--- src/rtl/ps2_cmd_pkg.sv ---
// Shared byte constants, FSM state encoding and state-mapping helpers
// for the PS/2 keyboard command sequencer.
package ps2_cmd_pkg;

    localparam logic [7:0] CMD_RESET    = 8'hFF;
    localparam logic [7:0] CMD_SET_LED  = 8'hED;
    localparam logic [7:0] RSP_ACK      = 8'hFA;
    localparam logic [7:0] RSP_RESEND   = 8'hFE;
    localparam logic [7:0] RSP_BAT_OK   = 8'hAA;
    localparam logic [7:0] RSP_BAT_FAIL = 8'hFC;

    typedef enum logic [2:0] {
        ST_INIT_SEND,
        ST_INIT_WAIT_ACK,
        ST_INIT_WAIT_BAT,
        ST_IDLE,
        ST_CMD_SEND,
        ST_CMD_WAIT,
        ST_ARG_SEND,
        ST_ARG_WAIT
    } state_t;

    function automatic logic is_send(state_t s);
        return (s == ST_INIT_SEND) || (s == ST_CMD_SEND) ||
               (s == ST_ARG_SEND);
    endfunction

    function automatic logic is_ack_wait(state_t s);
        return (s == ST_INIT_WAIT_ACK) || (s == ST_CMD_WAIT) ||
               (s == ST_ARG_WAIT);
    endfunction

    function automatic state_t wait_of(state_t s);
        state_t r;
        r = ST_IDLE;
        case (s)
            ST_INIT_SEND: r = ST_INIT_WAIT_ACK;
            ST_CMD_SEND:  r = ST_CMD_WAIT;
            ST_ARG_SEND:  r = ST_ARG_WAIT;
            default:      r = ST_IDLE;
        endcase
        return r;
    endfunction

    function automatic state_t send_of(state_t s);
        state_t r;
        r = ST_IDLE;
        case (s)
            ST_INIT_WAIT_ACK: r = ST_INIT_SEND;
            ST_CMD_WAIT:      r = ST_CMD_SEND;
            ST_ARG_WAIT:      r = ST_ARG_SEND;
            default:          r = ST_IDLE;
        endcase
        return r;
    endfunction

endpackage

--- src/rtl/ps2_timeout_counter.sv ---
// Loadable down-counter; expired is high in the last cycle of the
// loaded interval, so a load of N expires exactly N cycles later.
module ps2_timeout_counter #(
    parameter int WIDTH = 8
) (
    input  logic             clk,
    input  logic             reset,
    input  logic             load,
    input  logic [WIDTH-1:0] load_value,
    output logic             expired
);

    logic [WIDTH-1:0] count;

    always_ff @(posedge clk) begin
        if (reset) begin
            count <= '0;
        end else if (load) begin
            count <= load_value;
        end else if (count != '0) begin
            count <= count - WIDTH'(1);
        end
    end

    assign expired = (count == WIDTH'(1));

endmodule

--- src/rtl/ps2_keyboard_command_sequencer.sv ---
// Host-side PS/2 command sequencer: keyboard reset/BAT, LED updates with
// ACK/RESEND retries and timeouts, and forwarding of scan-code bytes.
module ps2_keyboard_command_sequencer
    import ps2_cmd_pkg::*;
#(
    parameter int ACK_TIMEOUT   = 2_500_000,
    parameter int BAT_TIMEOUT   = 50_000_000,
    parameter int MAX_RETRIES   = 3,
    parameter int INIT_ON_RESET = 1
) (
    input  logic       CLOCK_50,
    input  logic       reset,
    input  logic       led_req,
    input  logic [2:0] led_mask,
    input  logic [7:0] rx_data,
    input  logic       rx_valid,
    input  logic       cmd_sent,
    input  logic       cmd_timed_out,
    output logic [7:0] cmd_data,
    output logic       cmd_send,
    output logic [7:0] key_data,
    output logic       key_valid,
    output logic       busy,
    output logic       done,
    output logic       error,
    output logic       kb_present
);

    localparam int TMAX = (ACK_TIMEOUT > BAT_TIMEOUT) ? ACK_TIMEOUT
                                                      : BAT_TIMEOUT;
    localparam int TW   = $clog2(TMAX + 1);

    state_t     state_q, state_d;
    logic [2:0] retry_q, retry_d;
    logic       pend_q, pend_d;
    logic [2:0] mask_q, mask_d;
    logic [2:0] cur_q, cur_d;
    logic       err_q, err_d;
    logic       kb_q, kb_d;
    logic       nak_q, nak_d;
    logic       done_d;
    logic       busy_d;
    logic       tmr_load;
    logic [TW-1:0] tmr_val;
    logic       tmr_exp;
    logic       tx_done;
    logic       rx_ack, rx_rsnd, rx_bok, rx_bfail;
    logic       do_retry;
    logic       consume;
    logic [7:0] tx_byte;

    ps2_timeout_counter #(.WIDTH(TW)) u_timer (
        .clk        (CLOCK_50),
        .reset      (reset),
        .load       (tmr_load),
        .load_value (tmr_val),
        .expired    (tmr_exp)
    );

    assign tx_done  = cmd_send & (cmd_sent | cmd_timed_out);
    assign rx_ack   = rx_valid & (rx_data == RSP_ACK);
    assign rx_rsnd  = rx_valid & (rx_data == RSP_RESEND);
    assign rx_bok   = rx_valid & (rx_data == RSP_BAT_OK);
    assign rx_bfail = rx_valid & (rx_data == RSP_BAT_FAIL);
    // A failed transmit behaves like a RESEND; a reply in the expiry cycle beats the timer
    assign do_retry = nak_q | rx_rsnd | (~rx_ack & tmr_exp);

    assign consume = (is_ack_wait(state_q) & (rx_ack | rx_rsnd)) |
                     ((state_q == ST_INIT_WAIT_BAT) &
                      (rx_ack | rx_rsnd | rx_bok | rx_bfail));

    always_comb begin
        tx_byte = 8'h00;
        case (state_q)
            ST_INIT_SEND: tx_byte = CMD_RESET;
            ST_CMD_SEND:  tx_byte = CMD_SET_LED;
            ST_ARG_SEND:  tx_byte = {5'b0, cur_q};
            default:      tx_byte = 8'h00;
        endcase
    end

    always_comb begin
        state_d  = state_q;
        retry_d  = retry_q;
        pend_d   = pend_q;
        mask_d   = mask_q;
        cur_d    = cur_q;
        err_d    = err_q;
        kb_d     = kb_q;
        nak_d    = nak_q;
        done_d   = 1'b0;
        tmr_load = 1'b0;
        tmr_val  = TW'(ACK_TIMEOUT);

        if (led_req) begin
            mask_d = led_mask;
            if ((state_q != ST_IDLE) || pend_q) pend_d = 1'b1;
        end

        unique case (state_q)
            ST_INIT_SEND, ST_CMD_SEND, ST_ARG_SEND: begin
                if (tx_done) begin
                    state_d  = wait_of(state_q);
                    tmr_load = 1'b1;
                    nak_d    = cmd_timed_out;
                end
            end
            ST_INIT_WAIT_ACK, ST_CMD_WAIT, ST_ARG_WAIT: begin
                nak_d = 1'b0;
                if (do_retry) begin
                    if (retry_q == 3'(MAX_RETRIES)) begin
                        err_d   = 1'b1;
                        retry_d = '0;
                        state_d = ST_IDLE;
                    end else begin
                        retry_d = retry_q + 3'd1;
                        state_d = send_of(state_q);
                    end
                end else if (rx_ack) begin
                    retry_d = '0;
                    case (state_q)
                        ST_INIT_WAIT_ACK: begin
                            state_d  = ST_INIT_WAIT_BAT;
                            tmr_load = 1'b1;
                            tmr_val  = TW'(BAT_TIMEOUT);
                        end
                        ST_CMD_WAIT: state_d = ST_ARG_SEND;
                        default: begin
                            state_d = ST_IDLE;
                            done_d  = 1'b1;
                        end
                    endcase
                end
            end
            ST_INIT_WAIT_BAT: begin
                if (rx_bok) begin
                    kb_d    = 1'b1;
                    state_d = ST_IDLE;
                end else if (rx_bfail || (tmr_exp && !rx_valid)) begin
                    kb_d    = 1'b0;
                    err_d   = 1'b1;
                    state_d = ST_IDLE;
                end
            end
            ST_IDLE: begin
                if (led_req || pend_q) begin
                    state_d = ST_CMD_SEND;
                    pend_d  = 1'b0;
                    err_d   = 1'b0;
                    retry_d = '0;
                    cur_d   = led_req ? led_mask : mask_q;
                end
            end
            default: state_d = ST_IDLE;
        endcase

        busy_d = (state_d != ST_IDLE) | pend_d;
    end

    always_ff @(posedge CLOCK_50) begin
        if (reset) begin
            state_q    <= (INIT_ON_RESET != 0) ? ST_INIT_SEND : ST_IDLE;
            retry_q    <= '0;
            pend_q     <= 1'b0;
            mask_q     <= '0;
            cur_q      <= '0;
            err_q      <= 1'b0;
            kb_q       <= 1'b0;
            nak_q      <= 1'b0;
            cmd_send   <= 1'b0;
            cmd_data   <= 8'h00;
            key_data   <= 8'h00;
            key_valid  <= 1'b0;
            busy       <= 1'b0;
            done       <= 1'b0;
        end else begin
            state_q   <= state_d;
            retry_q   <= retry_d;
            pend_q    <= pend_d;
            mask_q    <= mask_d;
            cur_q     <= cur_d;
            err_q     <= err_d;
            kb_q      <= kb_d;
            nak_q     <= nak_d;
            busy      <= busy_d;
            done      <= done_d;
            cmd_send  <= is_send(state_q) & ~tx_done;
            if (is_send(state_q)) cmd_data <= tx_byte;
            key_valid <= rx_valid & ~consume;
            if (rx_valid && !consume) key_data <= rx_data;
        end
    end

    assign error      = err_q;
    assign kb_present = kb_q;

endmodule

--- config.mk ---
export PLATFORM = sky130hd
export DESIGN_NAME = ps2_keyboard_command_sequencer
export DESIGN_NICKNAME = d
export VERILOG_FILES = /design/src/rtl/ps2_cmd_pkg.sv /design/src/rtl/ps2_timeout_counter.sv /design/src/rtl/ps2_keyboard_command_sequencer.sv
export SDC_FILE = /design/constraint.sdc
export NUM_CORES = 1
export LEC_CHECK = 0
export BUFFER_PORTS_ARGS = -buffer_cell sky130_fd_sc_hd__buf_2
export CORE_ASPECT_RATIO = 0.75
export CORE_MARGIN = 1
export CORE_UTILIZATION = 58
export CTS_CLUSTER_DIAMETER = 40
export DETAILED_ROUTE_END_ITERATION = 10
export PLACE_DENSITY = 0.8
export SLEW_MARGIN = 40
export SYNTH_ARGS = -nofsm -noshare
export SYNTH_HDL_FRONTEND = slang
export SYNTH_HIERARCHICAL = 1
export SYNTH_SLANG_ARGS = --single-unit
--- constraint.sdc ---
create_clock -name CLOCK_50 -period 3.36 [get_ports CLOCK_50]
set_clock_uncertainty 0.1 [all_clocks]
set_input_delay 0.168 -clock CLOCK_50 [delete_from_list [all_inputs] [get_ports CLOCK_50]]
set_output_delay 0.168 -clock CLOCK_50 [all_outputs]
set_load 0.03 [all_outputs]
==> results of run 1 <==
cell type report:
class	count	share of cell area (%)
multi-input combinational	296	49.1
sequential	59	32.0
timing repair buffer	54	9.11
clock buffer	11	4.10
tap	72	2.44
clock inverter	5	2.03
inverter	11	1.22
cells by family (layout without fill, tap and decap cells):
group	Yosys count	count (layout)
flops	59	59
xor+xnor	12	12
fa+ha+maj	3	3
compound gates	96	96
mux	4	4
buf+inv	35	81
other cells	2	14
simple gates	167	167
per-layer routing:
metal	part of all wire, %	track usage (%)	up-vias
met5	0	0	-
met4	0.90	8.54	0
met3	6.9	9.92	8
met2	45	43.8	110
met1	48	41.2	1395
li1	-	-	1482
cells in the final DEF (no fill, tap or decap), drive strengths merged, types with 3 or more instances in the layout:
cell,count
nor4,14
clkbuf,11
or4,9
nand4bb,3
a21oi,28
nand2,21
mux2i,4
ha,3
o21ai,18
conb,14
nand3,19
or2,5
nor3,16
dfxtp,59
nor2,48
a211oi,12
o32ai,3
a31oi,6
nand2b,5
inv,10
buf,46
o31a,4
nand4,4
or3,6
xnor2,11
clkinv,3
dlygate4sd3,8
o31ai,3
nor3b,3
nor2b,6
worst max-delay path: cells and delay by family:
| kind | cells | cell delay (ns) |
|---|---|---|
| AOI/OAI and AO/OA | 2 | 0.36 |
| buffers and inverters | 3 | 0.93 |
| and+or+nand+nor | 5 | 1.83 |
repair_timing:
item / in CTS / in global routing
hold buffers: 8 / 0
hold endpoints to repair: 8 / 0
endpoints found under the setup margin: 0 / 14
resized for setup: 0 / 3
worst max-delay path by stage:
stage                 startpoint                end  slack, ns  depth (start not counted)
4_1_cts               rx_data[2]  u_timer/count[17]       0.13                         11
5_1_grt               rx_data[2]  u_timer/count[19]       0.06                         10
3_5_place_dp   u_timer/count[16]         retry_q[0]       0.32                          8
2_1_floorplan  u_timer/count[12]         retry_q[0]       0.38                         10
3_3_place_gp   u_timer/count[16]         retry_q[0]       0.39                          8
6_report              rx_data[2]  u_timer/count[21]       0.21                         10
state kept, by name (all words and copies together), names as in the netlist:
name / flops
busy: 1
cmd_data: 5
cmd_send: 1
cur_q: 3
done: 1
error: 1
kb_present: 1
key_data: 8
key_valid: 1
mask_q: 3
nak_q: 1
pend_q: 1
retry_q: 3
state_q: 3
u_timer/count: 26
power by group:
group	internal [mW]	switching [mW]	leakage [nW]	total (mW)
Sequential	0.862	0.161	0.486	1.02
Combinational	0.545	0.747	0.847	1.29
Clock	0.454	0.281	0.119	0.734
through the flow:
stage                     hold slack, ns  util, %
after global routing              0.0108     73.7
after CTS                        0.00164     73.5
after detailed placement           0.342     67.3
final                             0.0155     73.7
after global placement             0.333     67.3
after floorplan                    0.140        -
==> reports/qor.txt, run 1 <==
Status = finished, final reports clean
Die Wd = 86.5 um
Commonest cells in the netlist = 59 x dfxtp_1, 47 x nor2_1, 27 x a21oi_1, 21 x nand2_1
Syn Inst Count = 378
Synth Area in Compound Gates = 20.4%
Global placer's final weighted congestion = 0.922
Diodes inserted = 0
R2r setup slk = 0.31 ns
Peak supply drop = 0.522 mV
Vias in the first global route = 2,653
Max Cap Viol = 0
Kind of critical path = input pin to flop
Fillers = 398
Final antenna-violating net count = 0
Pin count of the biggest net entering global routing = 49
Post-CTS setup repair buffer count = 0
Nets = 451
Total power = 3.05 mW
Root Driver = clkbuf_8
Mapped cell area = 3110 um^2
Crit Reg-Reg Endpoint = retry_q[0]
Cell Count, Final, Fillers Out = 508
Synth Area in XOR/XNOR = 3.38%
Worst EP arrival = 3.31 ns
Post-synth top area share = 38.0%
GRT Util Overall = 29.7%
Post-route cell area = 3690 um^2
Setup crit start kind = input pin
RSZ-0062 raised after global routing = false
P&R area growth vs syn = 18.8%
Worst path max stage delay = 0.57 ns
Pleak = 1.45 nW
Hold Crit Class = input pin to flop
Core area = 5010 um^2
Post-Synth Adder-Cell Area = 1.21%
GRT Residual Overflow = 0
Crit path cell chain = dlygate4sd3_1, buf_2, nand4bb_1, or3_1, or4b_4, o31ai_2, buf_6, nor3_4, or2_2, a211oi_1
Worst slew pin tran = 0.627 ns
Seq cells post-synth = 59
Sum of negative setup slack = 0 ns
Final setup vio count = 0
Placed cells = 484
Pre-Repair DR Iteration Count = 4
Final worst-path setup slack = 0.214 ns
Largest family of logic cells by synthesized area = simple AND/OR/NAND/NOR gates
Fin crit period = 3.15 ns
Simple-Gate Fraction of Synth Area = 30.2%
Crit end category = flop
CTS H-tree lvls = 3
EDFF count, synth = 0
Tcrit/Tclk final = 93.6%
Slowest-stage cell, CP = or4b_4
Synth warnings = 6
Minimum setup slack after placement = 0.322 ns
Worst hold start = rx_data[1]
WHS Endpoint = key_data[1]
Slew Viols, Final = 0
First-pass GRT wire length = 12,800 um
Vias per cell = 5.90
Vert. Die Dim = 65.4 um
CTS clk-pin slew, worst paths = 0.07 ns
Most common cell in the netlist = dfxtp_1
Largest cells by area after synthesis = dfxtp_1 38%, nor2_1 5.7%, a21oi_1 4.3%
Clock Latency Late Sink = 0.35 ns
I/O pin total = 39
RR Startpoint = u_timer/count[16]
Row count = 22
Final WL = 7520 um
Reg2Reg Depth = 8
CTS sink cnt = 59
WL per Instance = 14.8 um
Synth Flop Type = dfxtp_1
Via count = 2,995
Starting density of the core = 62.0%
Netlist cell types = 67
Mapped Avg Cell Area = 8.22 um^2
Die area = 5660 um^2
CP max FO = 24
Initial antenna violation count = 0
Slew margin rel. = 57.1%
Hold Vio Cnt, Final = 0
Mux contribution to synthesized area = 1.29%
Worst EP required = 3.52 ns
CTS buffer count = 9
Share of cells above drive strength 1 = 19.3%
Fmax = 0.318 GHz
Count of input and output buffers = 38
Power Density = 825 nW/um^2
Post-DP HPWL = 4970 um
Synth area leader = dfxtp_1
CTS tree = yes
Post-placement cell area = 3370 um^2
Post-synthesis sequential area ratio = 38.0%
DRT iter0 DRCs = 223
Sequential cell area = 1180 um^2
DRC viols = 0
Post-synth ARST share = 0%
Hold depth = 3
Clock Tree Buf Depth = 2
Multi-input logic area = 1810 um^2
No activity file was read; power rests on OpenSTA's default activity.
==> run 2, diff against run 1 <==
PLACE_DENSITY = 0.76   (was 0.8)
==> run 2 against run 1 <==
Compared with the run above: count of clock-buffer cells in the layout is 2 higher; final cell count is 0.98% lower; global-route usage is 0.75 points lower; die area stayed put; wire length is 1.4% lower; power is 5.1% lower; critical path depth is 1 higher; largest power group unchanged; non-clock buffer count is 4 lower; sequential power hardly changed.
==> reports/qor.txt, run 2 (synthesis results as in run 1) <==
Share of cells above drive strength 1 = 18.3% (was 19.3%)
P&R area growth vs syn = 15.7% (was 18.8%)
CTS clk-pin slew, worst paths = 0.06 ns (was 0.07 ns)
Final setup vio count = 0 (unchanged)
Crit end category = flop (unchanged)
Fmax = 0.317 GHz (was 0.318 GHz)
CTS H-tree lvls = 3 (unchanged)
Metal2 WL = 3120 um (was 3360 um)
I/O pin total = 39 (unchanged)
Worst EP arrival = 3.26 ns (was 3.31 ns)
Total power = 2.89 mW (was 3.05 mW)
Hold Vio Cnt, Final = 0 (unchanged)
Most frequent cells in the layout = 59 x dfxtp_1, 47 x nor2_1, 37 x buf_2, 27 x a21oi_1, 21 x nand2_1 (unchanged)
Worst path max stage delay = 0.66 ns (was 0.57 ns)
Tcrit/Tclk final = 93.9% (was 93.6%)
Fin crit period = 3.15 ns (about the same)
Via count = 3,009 (was 2,995)
RSZ-0062 raised after global routing = false (unchanged)
Post-placement cell area = 3370 um^2 (about the same)
CTS buffer count = 9 (unchanged)
Initial antenna violation count = 0 (unchanged)
Clock Tree Buf Depth = 2 (unchanged)
Die Wd = 86.5 um (unchanged)
Hold Crit Class = input pin to flop (unchanged)
Global placer's final weighted congestion = 0.928 (was 0.922)
Post-CTS setup repair buffer count = 0 (unchanged)
Pin count of the biggest net entering global routing = 49 (unchanged)
Slowest-stage cell, CP = or4b_1 (was or4b_4)
Pre-Repair DR Iteration Count = 5 (was 4)
Max FFs per register = 26 (unchanged)
WL per Instance = 14.7 um (was 14.8 um)
Pleak = 1.41 nW (was 1.45 nW)
Max Cap Viol = 0 (unchanged)
Cell Count, Final, Fillers Out = 503 (was 508)
Vert. Die Dim = 65.4 um (unchanged)
Top Registers = u_timer/count x26, key_data x8, cmd_data x5 (unchanged)
RR Startpoint = u_timer/count[16] (unchanged)
Top reg by flops = u_timer/count (unchanged)
Setup crit start kind = input pin (unchanged)
CTS sink cnt = 59 (unchanged)
Most common cell after layout, fill and taps aside = dfxtp_1 (unchanged)
Row count = 22 (unchanged)
CP max FO = 18 (was 24)
Slew Viols, Final = 0 (unchanged)
Diodes inserted = 0 (unchanged)
Worst hold start = rx_data[4] (was rx_data[1])
Nets = 447 (was 451)
Starting density of the core = 62.0% (unchanged)
Root Driver = clkbuf_8 (unchanged)
Placed cells = 483 (was 484)
Post-DP HPWL = 5060 um (was 4970 um)
CTS tree = yes (unchanged)
DR WL met3 = 598 um (was 520 um)
DR top layer = met4 (unchanged)
Status = finished, final reports clean (unchanged)
Clock Latency Late Sink = 0.34 ns (was 0.35 ns)
Crit path cell chain = dlygate4sd3_1, buf_2, nand4bb_1, or3_1, or4b_1, o31ai_2, buf_4, nor3_1, a32oi_1, or2_2, a21oi_1 (was dlygate4sd3_1, buf_2, nand4bb_1, or3_1, or4b_4, o31ai_2, buf_6, nor3_4, or2_2, a211oi_1)
Final WL = 7420 um (was 7520 um)
Final antenna-violating net count = 0 (unchanged)
Core area = 5010 um^2 (unchanged)
CP bufs+invs = 3 (unchanged)
DRC viols = 0 (unchanged)
Met1 wire length = 3610 um (was 3580 um)
Post-layout util = 71.8% (was 73.7%)
GRT Util Overall = 28.9% (was 29.7%)
Peak supply drop = 0.528 mV (was 0.522 mV)
Count of input and output buffers = 38 (unchanged)
Die area = 5660 um^2 (unchanged)
Delay-heaviest family, CP = simple AND/OR/NAND/NOR gates (unchanged)
Worst EP required = 3.46 ns (was 3.52 ns)
Worst slew pin tran = 0.680 ns (was 0.627 ns)
Power Density = 804 nW/um^2 (was 825 nW/um^2)
Post-CTS resize count = 0 (unchanged)
Vias in the first global route = 2,751 (was 2,653)
Vias per cell = 5.98 (was 5.90)
Critical Path Source = rx_data[2] (unchanged)
Fillers = 423 (was 398)
GRT Residual Overflow = 0 (unchanged)
Sum of negative setup slack = 0 ns (unchanged)
DRT iter0 DRCs = 199 (was 223)
Slew margin rel. = 54.4% (was 57.1%)
Post-route cell area = 3600 um^2 (was 3690 um^2)
First-pass GRT wire length = 12,800 um (about the same)
Kind of critical path = input pin to flop (unchanged)
-- run 2: per-layer routing --
layer	vias to the layer above	global-route usage (%)
met4	0	9.79
met5	-	0
met3	15	7.54
met2	142	43.6
met1	1378	40.2
li1	1474	-
-- run 2: final timing paths --
kind | to | slack [ns] | depth (start not counted)
hold reg to reg | retry_q[2] | 0.37 | 2
setup reg to reg | retry_q[0] | 0.27 | 8
hold / removal | key_data[4] | 0.01 | 3
setup / recovery | u_timer/count[9] | 0.21 | 11
-- run 2: worst reg2reg max path, stage by stage, from the launching register on --
cell and delay (ns):
dfxtp_1 0.34, or4_1 0.60, or4_4 0.63, nor2_1 0.21, nor2_1 0.06, o31a_1 0.18
or2_4 0.27, or4_4 0.48, a21oi_2 0.15
-- run 2: per-stage QoR --
step | hold slack [ns] | worst slack (ns)
CTS | 0.00297 | 0.260
finish | 0.0104 | 0.206
detailed placement | 0.347 | 0.282
floorplan | 0.140 | 0.378
global route | 0.00796 | 0.0665
global placement | 0.334 | 0.381
-- run 2: repair_timing --
action | CTS | global route
hold buffers | 5 | 0
endpoints found under the hold margin | 5 | 0
endpoints found under the setup margin | 0 | 0
-- run 2: report_power, final --
part	leakage, nW	switching (mW)	internal [mW]
registers	0.486	0.158	0.862
clock network	0.0953	0.269	0.322
logic	0.828	0.736	0.547
total	1.41	1.16	1.73
-- run 2: area by class of cell --
class / instances / area, um^2 / share of cell area (%)
clock buffers: 13 / 169 / 4.70
clock inverters: 2 / 10.0 / 0.278
inverters: 11 / 41.3 / 1.15
repair buffers: 50 / 295 / 8.21
multi-input cells: 296 / 1810 / 50.3
flip-flops and latches: 59 / 1180 / 32.8
well taps: 72 / 90.1 / 2.50
